### config.mk
export PLATFORM = sky130hd
export DESIGN_NAME = dataflow_seq
export DESIGN_NICKNAME = d
export VERILOG_FILES = /design/src/rtl/dataflow_seq.sv
export SDC_FILE = /design/constraint.sdc
export NUM_CORES = 1
export LEC_CHECK = 0
export CAP_MARGIN = 20
export CORE_MARGIN = 1.5
export CORE_UTILIZATION = 58
export DETAILED_ROUTE_END_ITERATION = 10
export GPL_TIMING_DRIVEN = 0
export MAX_ROUTING_LAYER = met4
export PLACE_DENSITY = 0.8
export SYNTH_ARGS = -nofsm -noshare
export SYNTH_HDL_FRONTEND = slang
export SYNTH_SLANG_ARGS = --single-unit
### constraint.sdc
create_clock -name ap_clk -period 2.9 [get_ports ap_clk]
set_input_delay 0.29 -clock ap_clk [delete_from_list [all_inputs] [get_ports ap_clk]]
set_output_delay 0.29 -clock ap_clk [all_outputs]
set_load 0.02 [all_outputs]
### src/rtl/dataflow_seq.sv
// Sequences NUM_STG ap_ctrl_chain stages for n_iter invocations each per run.
// Optional stall watchdog enabled by defining DFSEQ_WATCHDOG_EN.
module dataflow_seq #(
    parameter int unsigned NUM_STG = 3,
    parameter int unsigned CNT_W   = 8
) (
    input  logic               ap_clk,
    input  logic               ap_rst_n,
    input  logic               ap_start,
    input  logic               ap_continue,
    output logic               ap_done,
    output logic               ap_idle,
    output logic               ap_ready,
    input  logic [CNT_W-1:0]   n_iter,
    output logic [NUM_STG-1:0] stg_start,
    output logic [NUM_STG-1:0] stg_continue,
    input  logic [NUM_STG-1:0] stg_ready,
    input  logic [NUM_STG-1:0] stg_done,
    output logic [CNT_W-1:0]   iter_cnt,
    output logic               err
);

    typedef enum logic [1:0] {S_IDLE, S_RUN, S_DONE} state_t;

    state_t           state;
    logic [CNT_W-1:0] n_lat;
    logic [CNT_W-1:0] start_cnt [NUM_STG];
    logic [CNT_W-1:0] done_cnt  [NUM_STG];
    logic             all_done;
    logic             accept;
    logic             wd_trip;

    assign accept       = (state == S_IDLE) && ap_start;
    assign ap_ready     = accept;
    assign ap_idle      = (state == S_IDLE) && !ap_start;
    assign ap_done      = (state == S_DONE);
    assign stg_continue = {NUM_STG{state == S_RUN}};
    assign iter_cnt     = done_cnt[NUM_STG-1];

    always_comb begin
        all_done = 1'b1;
        for (int unsigned k = 0; k < NUM_STG; k++) begin
            if (done_cnt[k] != n_lat) all_done = 1'b0;
        end
    end

    // One outstanding invocation per stage: issue only when every start has completed.
    always_comb begin
        stg_start = '0;
        for (int unsigned k = 0; k < NUM_STG; k++) begin
            stg_start[k] = (state == S_RUN) && (start_cnt[k] < n_lat)
                           && (start_cnt[k] == done_cnt[k]);
        end
    end

    always_ff @(posedge ap_clk or negedge ap_rst_n) begin
        if (!ap_rst_n) begin
            state <= S_IDLE;
            n_lat <= '0;
            for (int unsigned k = 0; k < NUM_STG; k++) begin
                start_cnt[k] <= '0;
                done_cnt[k]  <= '0;
            end
        end else begin
            case (state)
                S_IDLE: begin
                    if (ap_start) begin
                        n_lat <= n_iter;
                        for (int unsigned k = 0; k < NUM_STG; k++) begin
                            start_cnt[k] <= '0;
                            done_cnt[k]  <= '0;
                        end
                        state <= (n_iter != '0) ? S_RUN : S_DONE;
                    end
                end
                S_RUN: begin
                    for (int unsigned k = 0; k < NUM_STG; k++) begin
                        if (stg_start[k] && stg_ready[k]) start_cnt[k] <= start_cnt[k] + 1'b1;
                        if (stg_done[k]) done_cnt[k] <= done_cnt[k] + 1'b1;
                    end
                    if (all_done || wd_trip) state <= S_DONE;
                end
                S_DONE: begin
                    if (ap_continue) state <= S_IDLE;
                end
                default: state <= S_IDLE;
            endcase
        end
    end

`ifdef DFSEQ_WATCHDOG_EN
    logic [15:0] wd_cnt;

    assign wd_trip = (state == S_RUN) && (wd_cnt == '1);

    always_ff @(posedge ap_clk or negedge ap_rst_n) begin
        if (!ap_rst_n) begin
            wd_cnt <= '0;
            err    <= 1'b0;
        end else if (accept) begin
            wd_cnt <= '0;
            err    <= 1'b0;
        end else if (state == S_RUN) begin
            if ((|stg_done) || (|stg_ready)) begin
                wd_cnt <= '0;
            end else if (wd_trip) begin
                err <= 1'b1;
            end else begin
                wd_cnt <= wd_cnt + 1'b1;
            end
        end
    end
`else
    assign wd_trip = 1'b0;
    assign err     = 1'b0;
`endif

endmodule

; ---- Word-level counts from Yosys, hierarchy flattened
; Index checks and enable logic that the tools add are counted.
[op_classes]
div_mod_pow = 0
n_shift = 0
multipliers = 0
mux = 17
n_bitwise = 0
n_eq_ne = 17
reduce_logical = 23
n_lt_le_gt_ge = 3
add_sub_neg = 6
[op_table]
columns = op, n
row1 = $pmux 24 s2, 2
row2 = $add 8x1->8 const B, 6
row3 = $mux 8, 6
row4 = $eq 8x8->1, 3
row5 = $lt 8x8->1, 3
row6 = $mux 24, 1
row7 = $ne 8x8->1, 3
row8 = $reduce_and 3->1, 7
row9 = $ne 2x1->1 const B, 7
row10 = $logic_and 1x1->1, 11
row11 = $mux 2, 4
row12 = $reduce_bool 8->1, 1
row13 = $pmux 2 s3, 1
row14 = $ne 2x2->1 const B, 2
row15 = $mux 1, 3
row16 = $eq 2x1->1 const B, 1
row17 = $eq 2x2->1 const B, 1
row18 = $logic_not 2->1, 1
row19 = $reduce_and 2->1, 1
row20 = $reduce_bool 2->1, 1
row21 = $logic_not 1->1, 1
[word_totals]
ram_bits = 0
wordCells = 74
regBits = 58
latchBits = 0
mem_bits_ro = 0
inputBits = 18
memories = 0
out_inout_bits = 18

; ---- Logic depth before layout (Yosys ltp)
; Gate-level depths: netlist of run 1.
[depth]
word_depth = 6
depth_mapped = 9
mapped_depth_nobuf = 7

; ---- Worst setup path after synthesis of run 1
; OpenSTA, ideal clock, no wires.
[synth_timing]
path_type = flip-flop to flip-flop
start = register n_lat[7]
end = register start_cnt[23] (netlist bit)
setup_ns = 0.092
synth_period_minus_slack_ns = 2.433
n_path_buf = 2
required_ns = 2.808
stages_incl_launch_ff = 9
t_arrival_ns = 2.342
slack_ns = 0.467
path_cell_list = dfrtp_1 > inv_1 > ha_1 > a221o_1 > or4_1 > clkbuf_2 > or3_1 > buf_6 > o31ai_2
[synth_between]
elab_chain_len = 6
[synth_rtl]
columns = element, line_no
row1 = "start, declared", 26  ; logic [CNT_W-1:0] n_lat;
row2 = "start signal, assigned", 68  ; n_lat <= n_iter;
row3 = $lt 8x8->1, 51  ; stg_start[k] = (state == S_RUN) && (start_cnt[k] < n_lat)
row4 = $logic_and 1x1->1, 51
row5 = $logic_and 1x1->1, 52  ; && (start_cnt[k] == done_cnt[k]);
row6 = $logic_and 1x1->1, 78  ; if (stg_start[k] && stg_ready[k]) start_cnt[k] <= start_cnt[k] + 1'b1;
row7 = $ne 2x1->1 (no line), -
row8 = $reduce_and 3->1 (no line), -
row9 = "end signal, assigned by index", 78
row10 = "end, declared", 27  ; logic [CNT_W-1:0] start_cnt [NUM_STG];
; Every way passes these cells.
; A chain may end at the register's enable or synchronous reset.

; ---- Final worst setup path of run 1
[layout_timing]
start = register start_cnt[23] (netlist bit)
end = output stg_start[0]
[layout_between]
elab_chain_len = 3
word_cells_on_any_way = 4
cone_classes = order compare: 1 / eq/ne: 1 / reduce/logical: 2
[layout_rtl]
columns = element, line_no
row1 = $lt 8x8->1, 51
row2 = $logic_and 1x1->1, 51
row3 = $logic_and 1x1->1 (*), 52
row4 = "end, declared", 15  ; output logic [NUM_STG-1:0] stg_start,
; Mark *: on every way between the ends. The rest lies on a longest branch, timed or not.

==> impl_metrics.env, run 1 <==
export IMPL_outcome="finished, final reports clean"
export IMPL_synth_main_ff_cell="dfrtp_1"
export IMPL_critical_path_endpoint_type="output port"
export IMPL_critical_path_class="register to output port"
export IMPL_place_gp_congestion=0.920
export IMPL_clock_path_buffers=2
export IMPL_numClockSinks=58
export IMPL_synthArstFlopShare_pct=100
export IMPL_drt_drc_violations_left=0
export IMPL_rsz0062_at_grt="no"
export IMPL_die_width_um=86.0
export IMPL_syn_avg_cell_area_um2=9.07
export IMPL_yosys_area_share_xor_xnor_pct=9.63
export IMPL_finalSetupViolCount=0
export IMPL_cp_data_required_time_ns=2.61
export IMPL_tritoncts_num_buffers=9
export IMPL_routed_wire_length_um=10700
export IMPL_tightestPinTransition_ns=0.679
export IMPL_crit_reg2reg_launch="start_cnt[23]"
export IMPL_detail_route_wl_per_cell_um=18.6
export IMPL_place_port_buffers=34
export IMPL_timing_hold_violations_final=0
export IMPL_finish_utilization_pct=69.6
export IMPL_depth_of_the_cts_h_tree=3
export IMPL_clk_insertion_delay_late_ns=0.34
export IMPL_place_worst_setup_slack_ns=-0.403
export IMPL_num_nets_final=533
export IMPL_core_um2=6720
export IMPL_peakVddDrop_v=0.000477
export IMPL_ys_types=52
export IMPL_slew_violations=0
export IMPL_wire_length_of_the_first_global_routing_pass_um=17500
export IMPL_syn_num_nets=486
export IMPL_synth_yosys_seq_area_share_pct=36.3
export IMPL_dp_cells=556
export IMPL_final_design_area_no_fill_um2=4680
export IMPL_timing_critical_path_arrival_ns=2.54
export IMPL_power_per_cell_area_nw_per_um2=802
export IMPL_layout_overhead_on_the_synthesized_area_pct=17.0
export IMPL_place_detailed_hpwl_um=7830
export IMPL_setup_slack_ns=0.0714
export IMPL_postSynthCellCount=441
export IMPL_combinational_family_with_the_most_area_after_synthesis="simple AND/OR/NAND/NOR gates"
export IMPL_num_io_pins=36
export IMPL_number_of_warnings_issued_by_yosys=0
export IMPL_cp_start_kind="register"
export IMPL_finalNonFillerCells=573
export IMPL_globalRoute_totalOverflow=0
export IMPL_fmax_ghz=0.354
export IMPL_maxCapViolCount=0
export IMPL_headroom_to_the_max_slew_limit_pct=54.5
export IMPL_initial_core_utilization_pct=59.5
export IMPL_mappedNetlistArea_um2=4000
export IMPL_final_period_minus_worst_setup_slack_ns=2.83
export IMPL_setup_total_negative_slack_ns=0
export IMPL_tritoncts="done"
export IMPL_worst_case_clock_skew_ns=0.0103
export IMPL_grt_antenna_before_repair=0
export IMPL_detailedRoute_firstPassIterationCount=5
export IMPL_postSynthRegisterBits=58
export IMPL_ant_nets=0
export IMPL_first_iter_violations=264
export IMPL_grt_pass1_vias=3624
export IMPL_grt_start_max_net_pins=33
export IMPL_viasPerCell=6.51
export IMPL_floorplan_die_area_um2=7400
export IMPL_worstHoldPathType="input port to asynchronous set/reset pin"
export IMPL_diodes=0
export IMPL_post_route_cells_drive_above_1_share_pct=9.53
export IMPL_leakage_nw=2.03
export IMPL_synth_compound_area_share_pct=16.5
export IMPL_synth_edff_count=0
export IMPL_rows=30
export IMPL_root_buffer_selected_by_cts="clkbuf_8"
export IMPL_worstSetupStartpoint="start_cnt[23]"
export IMPL_timing_final_crit_share_pct=97.5
export IMPL_routed_via_count=3729
export IMPL_placed_area_um2=4460
export IMPL_synth_adder_area_share_pct=8.45
export IMPL_track_usage_pct=31.4
export IMPL_timing_critical_path_fanout_max=4
export IMPL_synth_area_mux_share_pct=1.75
export IMPL_synthSimpleGateAreaFrac_pct=21.4
export IMPL_die_y_um=86.0
export IMPL_path_clk_slew_ns=0.07
-- cell usage in the layout, fill, tap and decap left out, types with 4 or more instances in the layout --
cell type	Yosys	layout
nand2b_1	4	4
inv_1	15	13
dfrtp_1	58	58
ha_1	27	27
nor3_1	5	5
a21oi_1	11	11
and3_1	11	11
o311ai_0	16	16
xnor2_1	28	28
o211ai_1	4	4
buf_4	11	12
nand2_1	43	43
mux2i_1	7	7
or4_1	6	6
nand3_1	24	24
clkbuf_1	21	21
o31ai_1	9	9
or3_1	6	6
o21ai_0	22	22
nor2_1	20	20
xor2_1	16	16
clkbuf_8	0	11
nor4_1	4	4
clkdlybuf4s50_1	0	29
nand4_1	23	23
-- cells by family (layout without fill, tap and decap cells) --
kind of cell               after synthesis  in the layout
buffers and inverters                   50            102
other                                    1              1
and+or+nand+nor                        162            162
xor gates and xnor gates                44             44
DFF                                     58             58
AOI/OAI and AO/OA                       92             92
adders and majority gates               27             27
muxes                                    7              7
-- Yosys cell counts, types with 2 or more instances --
cell type / n / share of area [%]
a211o_1: 2 / 0.44
a211oi_1: 3 / 0.56
a21o_1: 3 / 0.56
a21oi_1: 11 / 1.4
a31oi_1: 3 / 0.47
a32o_1: 3 / 0.75
and2_1: 2 / 0.31
and3_1: 11 / 1.7
buf_4: 11 / 2.1
clkbuf_1: 21 / 2.0
dfrtp_1: 58 / 36
ha_1: 27 / 8.4
inv_1: 15 / 1.4
mux2i_1: 7 / 1.8
nand2_1: 43 / 4.0
nand2b_1: 4 / 0.63
nand3_1: 24 / 3.0
nand3b_1: 3 / 0.56
nand4_1: 23 / 3.6
nor2_1: 20 / 1.9
nor3_1: 5 / 0.63
nor4_1: 4 / 0.63
o2111ai_1: 3 / 0.66
o211ai_1: 4 / 0.75
o21a_1: 3 / 0.56
o21ai_0: 22 / 2.8
o311ai_0: 16 / 3.5
o31ai_1: 9 / 1.7
o31ai_2: 3 / 0.94
or3_1: 6 / 0.94
or3b_1: 2 / 0.44
or3b_2: 3 / 0.66
or4_1: 6 / 1.1
xnor2_1: 28 / 6.1
xor2_1: 16 / 3.5
-- metal layers --
layer  part of all wire (%)  vias to the layer above  track usage [%]
met4                    4.5                        0             16.9
met3                    5.7                       45             4.72
met2                     47                      153             49.0
met5                      0                        -                -
li1                       -                     1720                -
met1                     42                     1811             39.3
-- metrics by stage --
step / power [W] / hold WS (ns)
floorplan: 0.00235 / -0.00559
global placement: 0.00289 / 0.517
detailed placement: 0.00296 / 0.349
CTS: 0.00372 / 0.525
global route: 0.00400 / 0.550
finish: 0.00375 / 0.505
-- timing repair --
action	in CTS	in global routing
resized for setup	10	3
setup buffers	1	0
endpoints found under the setup margin	4	3
hold endpoints to repair	26	0
hold buffers	1	0
-- worst max-delay path, cell delays in order (launching register included) --
cell and delay [ns]:
dfrtp_1 0.45, ha_1 0.32, a221o_1 0.36, or4_2 0.68, nor2_1 0.13, clkdlybuf4s15_2 0.27
-- flip-flops by register name (all words and copies together), names as in the netlist --
name       cells
state          2
iter_cnt       8
n_lat          8
start_cnt     24
done_cnt      16
-- cell type report --
| class | count | area, um^2 |
|---|---|---|
| clock buffer | 14 | 163 |
| fill | 542 | 2040 |
| multi-input combinational | 333 | 2320 |
| sequential | 58 | 1450 |
| clock inverter | 2 | 35.0 |
| inverter | 16 | 60.1 |
| tap | 80 | 100 |
| buffer | 33 | 176 |
| timing repair buffer | 37 | 370 |
-- where the power goes --
group          leakage [nW]  switching (W)  internal [W]
Clock                 0.101       0.000321      0.000444
Sequential            0.784       0.000227      0.000960
Combinational          1.15        0.00106      0.000739
Total                  2.03        0.00161       0.00214
-- path summary, 6_finish.rpt --
| path | slack [ns] | to | depth (start not counted) |
|---|---|---|---|
| setup / recovery | 0.07 | stg_start[0] | 5 |
| hold / removal | 0.51 | iter_cnt[3] | 2 |
| setup reg to reg | 0.29 | start_cnt[23] | 7 |
| hold reg to reg | 0.53 | start_cnt[15] | 1 |
| max in group asynchronous | 1.78 | start_cnt[18] | 3 |
| min in group ap_clk | 0.53 | start_cnt[15] | 1 |
(Power assumes the default switching activity.)
==> run 2: changes to the inputs <==
--- a/config.mk
+++ b/config.mk
@@ -6,12 +6,15 @@
 export NUM_CORES = 1
 export LEC_CHECK = 0
 export CAP_MARGIN = 20
+export CELL_PAD_IN_SITES_DETAIL_PLACEMENT = 1
+export CELL_PAD_IN_SITES_GLOBAL_PLACEMENT = 1
 export CORE_MARGIN = 1.5
-export CORE_UTILIZATION = 58
+export CORE_UTILIZATION = 45
 export DETAILED_ROUTE_END_ITERATION = 10
 export GPL_TIMING_DRIVEN = 0
 export MAX_ROUTING_LAYER = met4
-export PLACE_DENSITY = 0.8
+export PLACE_DENSITY = 0.83
+export SKIP_LAST_GASP = 1
 export SYNTH_ARGS = -nofsm -noshare
 export SYNTH_HDL_FRONTEND = slang
 export SYNTH_SLANG_ARGS = --single-unit
==> run 2 against run 1 <==
Sequential cell count is the same. Register-to-register slack lost 0.10 ns. Clock power shrank 9.9%. Critical path type unchanged. Via count shrank 1.8%.
==> impl_metrics.env, run 2 (same netlist as run 1, synthesis figures left out) <==
export IMPL_timing_hold_violations_final=0
export IMPL_worstHoldPathType="input port to asynchronous set/reset pin"
export IMPL_final_period_minus_worst_setup_slack_ns=2.85
export IMPL_core_um2=8680
export IMPL_outcome="finished, final reports clean"
export IMPL_critical_path_endpoint_type="output port"
export IMPL_path_clk_slew_ns=0.07
export IMPL_numClockSinks=58
export IMPL_place_port_buffers=34
export IMPL_viasPerCell=6.12
export IMPL_grt_antenna_before_repair=0
export IMPL_rows=34
export IMPL_routed_wire_length_um=12300
export IMPL_track_usage_pct=27.8
export IMPL_headroom_to_the_max_slew_limit_pct=53.9
export IMPL_slew_violations=0
export IMPL_initial_core_utilization_pct=46.1
export IMPL_clk_insertion_delay_late_ns=0.35
export IMPL_maxCapViolCount=0
export IMPL_drt_drc_violations_left=0
export IMPL_tightestPinTransition_ns=0.688
export IMPL_place_gp_congestion=0.937
export IMPL_place_worst_setup_slack_ns=-0.485
export IMPL_mostFrequentLayoutCell="dfrtp_1"
export IMPL_ant_nets=0
export IMPL_routed_via_count=3662
export IMPL_final_design_area_no_fill_um2=4690
export IMPL_total_power_w=0.00375
export IMPL_layout_overhead_on_the_synthesized_area_pct=17.1
export IMPL_tritoncts_num_buffers=9
export IMPL_whs_ns=0.485
export IMPL_rsz0062_at_grt="yes"
export IMPL_leakage_nw=2.01
export IMPL_timing_critical_path_arrival_ns=2.56
export IMPL_root_buffer_selected_by_cts="clkbuf_8"
export IMPL_timing_critical_path_fanout_max=20
export IMPL_largest_register_ffs=24
export IMPL_globalRoute_totalOverflow=0
export IMPL_cp_start_kind="register"
export IMPL_depth_of_the_cts_h_tree=3
export IMPL_peakVddDrop_v=0.000345
export IMPL_layout_common_cells="58 x dfrtp_1, 43 x nand2_1, 30 x clkdlybuf4s50_1"
export IMPL_grt_pass1_vias=3937
export IMPL_placed_area_um2=4490
export IMPL_worst_case_clock_skew_ns=0.00946
export IMPL_num_io_pins=36
export IMPL_timing_final_crit_share_pct=98.2
export IMPL_fillCellCount=1010
export IMPL_setup_slack_ns=0.0516
export IMPL_finalSetupViolCount=0
export IMPL_detail_route_wl_per_cell_um=20.5
export IMPL_num_nets_final=531
export IMPL_detailedRoute_firstPassIterationCount=4
export IMPL_critical_path_class="register to output port"
export IMPL_wire_length_of_the_first_global_routing_pass_um=20000
export IMPL_diodes=0
export IMPL_grt_start_max_net_pins=37
export IMPL_clock_path_buffers=2
export IMPL_power_per_cell_area_nw_per_um2=801
export IMPL_die_y_um=97.3
export IMPL_reg_top3="start_cnt: 24 flops, done_cnt: 16 flops"
export IMPL_cp_data_required_time_ns=2.61
export IMPL_die_width_um=97.3
export IMPL_floorplan_die_area_um2=9460
export IMPL_fmax_ghz=0.351
export IMPL_first_iter_violations=154
export IMPL_place_detailed_hpwl_um=8950
export IMPL_max_flop_register="start_cnt"
export IMPL_post_route_cells_drive_above_1_share_pct=9.59
export IMPL_tritoncts="done"
[run 2: changes by cell type in the layout (fill, tap and decap cells not counted), sizes merged]
cell	change
clkdlybuf4s50	+1
bufinv	-1
clkbuf	-4
clkinv	+2
dlygate4sd2	-1
[run 2: repair_timing]
item | CTS | global route
hold endpoints to repair | 22 | 0
setup endpoints to repair | 6 | 5
pin swaps | 0 | 0
hold buffers | 1 | 0
gates resized for setup | 9 | 4
setup buffers | 1 | 0
[run 2: final cells by class]
cell class                 count  area, um^2  share of cell area, %
buffer                        31         166                   3.55
clock buffer                  12         155                   3.31
sequential                    58        1450                   31.0
multi-input combinational    333        2330                   49.7
inverter                      16        62.6                   1.34
clock inverter                 3        15.0                  0.320
timing repair buffer          37         372                   7.93
tap                          108         135                   2.88
[run 2: worst paths after layout]
kind	start	endpoint	slack [ns]	cells past startpoint
min	ap_rst_n	iter_cnt[5]	0.48	2
max in group asynchronous	ap_rst_n	done_cnt[23]	1.80	3
max	state[0]	ap_ready	0.05	4
min reg2reg	start_cnt[15]	start_cnt[15]	0.57	1
min in group ap_clk	n_iter[0]	n_lat[0]	0.52	3
max reg2reg	state[1]	start_cnt[4]	0.19	8
[run 2: where the power goes]
| group | total, W | switching [W] | internal [W] |
|---|---|---|---|
| Sequential | 0.00120 | 0.000239 | 0.000960 |
| Clock | 0.000689 | 0.000341 | 0.000348 |
| Combinational | 0.00187 | 0.00112 | 0.000748 |
| Total | 0.00375 | 0.00170 | 0.00206 |
[run 2: through the flow]
| stage | util (%) | std cells | setup TNS [ns] |
|---|---|---|---|
| detailed placement | 51.7 | 584 | -0.485 |
| floorplan | - | 441 | 0 |
| global placement | 51.6 | 583 | -29.26 |
| global route | 54.0 | 598 | -0.0472 |
| CTS | 54.0 | 599 | -0.115 |
| finish | 54.0 | 598 | 0 |
[run 2: routing by layer]
layer | GRT usage, % | up-vias | share of wire, %
li1 | - | 1707 | -
met1 | 33.3 | 1844 | 44
met2 | 46.4 | 82 | 50
met3 | 4.10 | 29 | 3.5
met4 | 12.7 | 0 | 2.9
met5 | - | - | 0
[run 2: worst max-delay path, stage by stage, from the launching register on]
cell and delay (ns):
dfrtp_1 0.49, or3b_2 0.50, clkbuf_1 0.20, inv_2 0.33, clkdlybuf4s50_1 0.68
==> run 3: changes to the inputs <==
--- a/config.mk
+++ b/config.mk
@@ -5,13 +5,12 @@
 export SDC_FILE = /design/constraint.sdc
 export NUM_CORES = 1
 export LEC_CHECK = 0
-export CAP_MARGIN = 20
+export CAP_MARGIN = 10
 export CELL_PAD_IN_SITES_DETAIL_PLACEMENT = 1
 export CELL_PAD_IN_SITES_GLOBAL_PLACEMENT = 1
 export CORE_MARGIN = 1.5
 export CORE_UTILIZATION = 45
 export DETAILED_ROUTE_END_ITERATION = 10
-export GPL_TIMING_DRIVEN = 0
 export MAX_ROUTING_LAYER = met4
 export PLACE_DENSITY = 0.83
 export SKIP_LAST_GASP = 1
==> run 3 against run 2 <==
Clock power grew 31%. Fmax is 1.1% higher. Wire length is 0.82% higher. Clock skew about the same. Sequential share of layout area is 0.36 points higher. Die area unchanged. Combinational power decreased by 7%. Cell count down 3.2%. Sequential cell count unchanged. Worst setup slack better by 0.031 ns. Worst hold slack lost 0.38 ns. Non-clock buffer count is 20 lower. Largest cell class unchanged. Largest power group unchanged.
==> impl_metrics.env, run 3 (same netlist as run 1, synthesis figures left out) <==
export IMPL_power_per_cell_area_nw_per_um2=840
export IMPL_fmax_ghz=0.355
export IMPL_layout_overhead_on_the_synthesized_area_pct=15.8
export IMPL_core_um2=8680
export IMPL_drt_drc_violations_left=0
export IMPL_setup_slack_ns=0.0829
export IMPL_peakVddDrop_v=0.000358
export IMPL_worstHoldPathType="input port to asynchronous set/reset pin"
export IMPL_busiest_layer="met2"
export IMPL_place_worst_setup_slack_ns=0.207
export IMPL_finalSetupViolCount=0
export IMPL_critical_path_endpoint_type="output port"
export IMPL_detailedRoute_firstPassIterationCount=4
export IMPL_tightestPinTransition_ns=0.997
export IMPL_largest_register_ffs=24
export IMPL_rsz0062_at_grt="no"
export IMPL_dp_cells=563
export IMPL_ff_latch_area_um2=1450
export IMPL_setup_total_negative_slack_ns=0
export IMPL_outcome="finished, final reports clean"
export IMPL_grt_antenna_before_repair=0
export IMPL_maxCapViolCount=0
export IMPL_critPathTopFamily="simple AND/OR/NAND/NOR gates"
export IMPL_die_width_um=97.3
export IMPL_multiInputGateArea_um2=2310
export IMPL_globalRoute_totalOverflow=0
export IMPL_fillCellCount=1000
export IMPL_crit_path_top_delay_cell="or4_2"
export IMPL_path_buf_inv=1
export IMPL_grt_pass1_vias=3983
export IMPL_routed_via_count=3664
export IMPL_place_detailed_hpwl_um=8920
export IMPL_numClockSinks=58
export IMPL_critical_path_class="register to output port"
export IMPL_finish_utilization_pct=53.4
export IMPL_path_clk_slew_ns=0.07
export IMPL_die_y_um=97.3
export IMPL_wire_length_of_the_first_global_routing_pass_um=20600
export IMPL_num_nets_final=511
export IMPL_timing_critical_path_fanout_max=4
export IMPL_slew_violations=0
export IMPL_floorplan_die_area_um2=9460
export IMPL_place_port_buffers=34
export IMPL_depth_of_the_cts_h_tree=3
export IMPL_reg_top3="start_cnt: 24 flops, done_cnt: 16 flops"
export IMPL_final_period_minus_worst_setup_slack_ns=2.82
export IMPL_leakage_nw=2.01
export IMPL_post_cts_setup_buffer_count=0
export IMPL_ant_nets=0
export IMPL_detail_route_wl_per_cell_um=21.4
export IMPL_tritoncts="done"
export IMPL_place_gp_congestion=0.861
export IMPL_track_usage_pct=28.1
export IMPL_cp_data_required_time_ns=2.61
export IMPL_clk_insertion_delay_late_ns=0.35
export IMPL_diodes=0
export IMPL_whs_ns=0.102
export IMPL_viasPerCell=6.33
export IMPL_met1_usage_pct=35.6
export IMPL_rows=34
export IMPL_num_io_pins=36
export IMPL_clock_path_buffers=2
export IMPL_grt_start_max_net_pins=43
export IMPL_layout_common_cells="58 x dfrtp_1, 43 x nand2_1, 30 x clkdlybuf4s50_1"
export IMPL_max_flop_register="start_cnt"
export IMPL_worst_case_clock_skew_ns=0.00915
export IMPL_grt_util_met2_pct=46.4
export IMPL_mostFrequentLayoutCell="dfrtp_1"
export IMPL_headroom_to_the_max_slew_limit_pct=33.5
export IMPL_routed_wire_length_um=12400
export IMPL_tritoncts_num_buffers=9
export IMPL_met3_usage_in_global_routing_pct=4.10
export IMPL_timing_critical_path_arrival_ns=2.53
export IMPL_timing_hold_violations_final=0
export IMPL_timing_critical_path_slowest_cell_delay_ns=0.64
export IMPL_root_buffer_selected_by_cts="clkbuf_8"
export IMPL_cp_start_kind="register"
export IMPL_timing_final_crit_share_pct=97.1
export IMPL_initial_core_utilization_pct=46.1
export IMPL_critical_path_cell_chain="ha_1, a221o_1, or4_2, nor2_1, dlygate4sd2_1"
export IMPL_finalNonFillerCells=579
export IMPL_post_route_cells_drive_above_1_share_pct=8.92
export IMPL_first_iter_violations=173
-- run 3: worst register-to-register path, cell delays in order (launching register included) --
cell	delay [ns]
dfrtp_1	0.44
ha_1	0.32
a221o_1	0.35
or4_1	0.65
or3_1	0.53
o31ai_2	0.27
-- run 3: per-layer routing --
layer / wire [um] / up-vias
met5: 0 / -
met1: 5420 / 1868
met3: 565 / 30
met2: 6150 / 94
met4: 257 / 0
li1: - / 1672
-- run 3: stage by stage --
stage | total power, W | cell area (um^2)
3_5_place_dp | 0.00299 | 4400
6_report | 0.00389 | 4630
5_1_grt | 0.00413 | 4630
4_1_cts | 0.00389 | 4630
2_1_floorplan | 0.00235 | 4000
3_3_place_gp | 0.00288 | 4400
-- run 3: layout make-up --
cell class / instances / share of cell area, %
inverters: 16 / 1.30
well taps: 108 / 2.92
clock buffers: 12 / 3.57
multi-input cells: 333 / 49.9
clock inverters: 4 / 1.57
flip-flops and latches: 58 / 31.3
repair buffers: 48 / 9.43
-- run 3: what timing repair did --
action	CTS	global route
resized for setup	3	0
setup endpoints to repair	3	0
hold buffers	0	0
-- run 3: final timing paths --
check,from,endpoint,depth (start not counted),slack [ns]
worst max register to register,start_cnt[23],start_cnt[21],5,0.27
max in group asynchronous,ap_rst_n,start_cnt[23],2,2.01
worst min-delay path,ap_rst_n,iter_cnt[4],1,0.10
min in group ap_clk,n_iter[0],n_lat[0],3,0.51
worst min register to register,start_cnt[23],start_cnt[23],1,0.56
worst max-delay path,start_cnt[23],stg_start[0],5,0.08
-- run 3: power by group --
part | internal, W | total [W] | switching [W]
Clock | 0.000553 | 0.000906 | 0.000352
Sequential | 0.000959 | 0.00124 | 0.000285
Combinational | 0.000705 | 0.00174 | 0.00104
Total | 0.00222 | 0.00389 | 0.00168
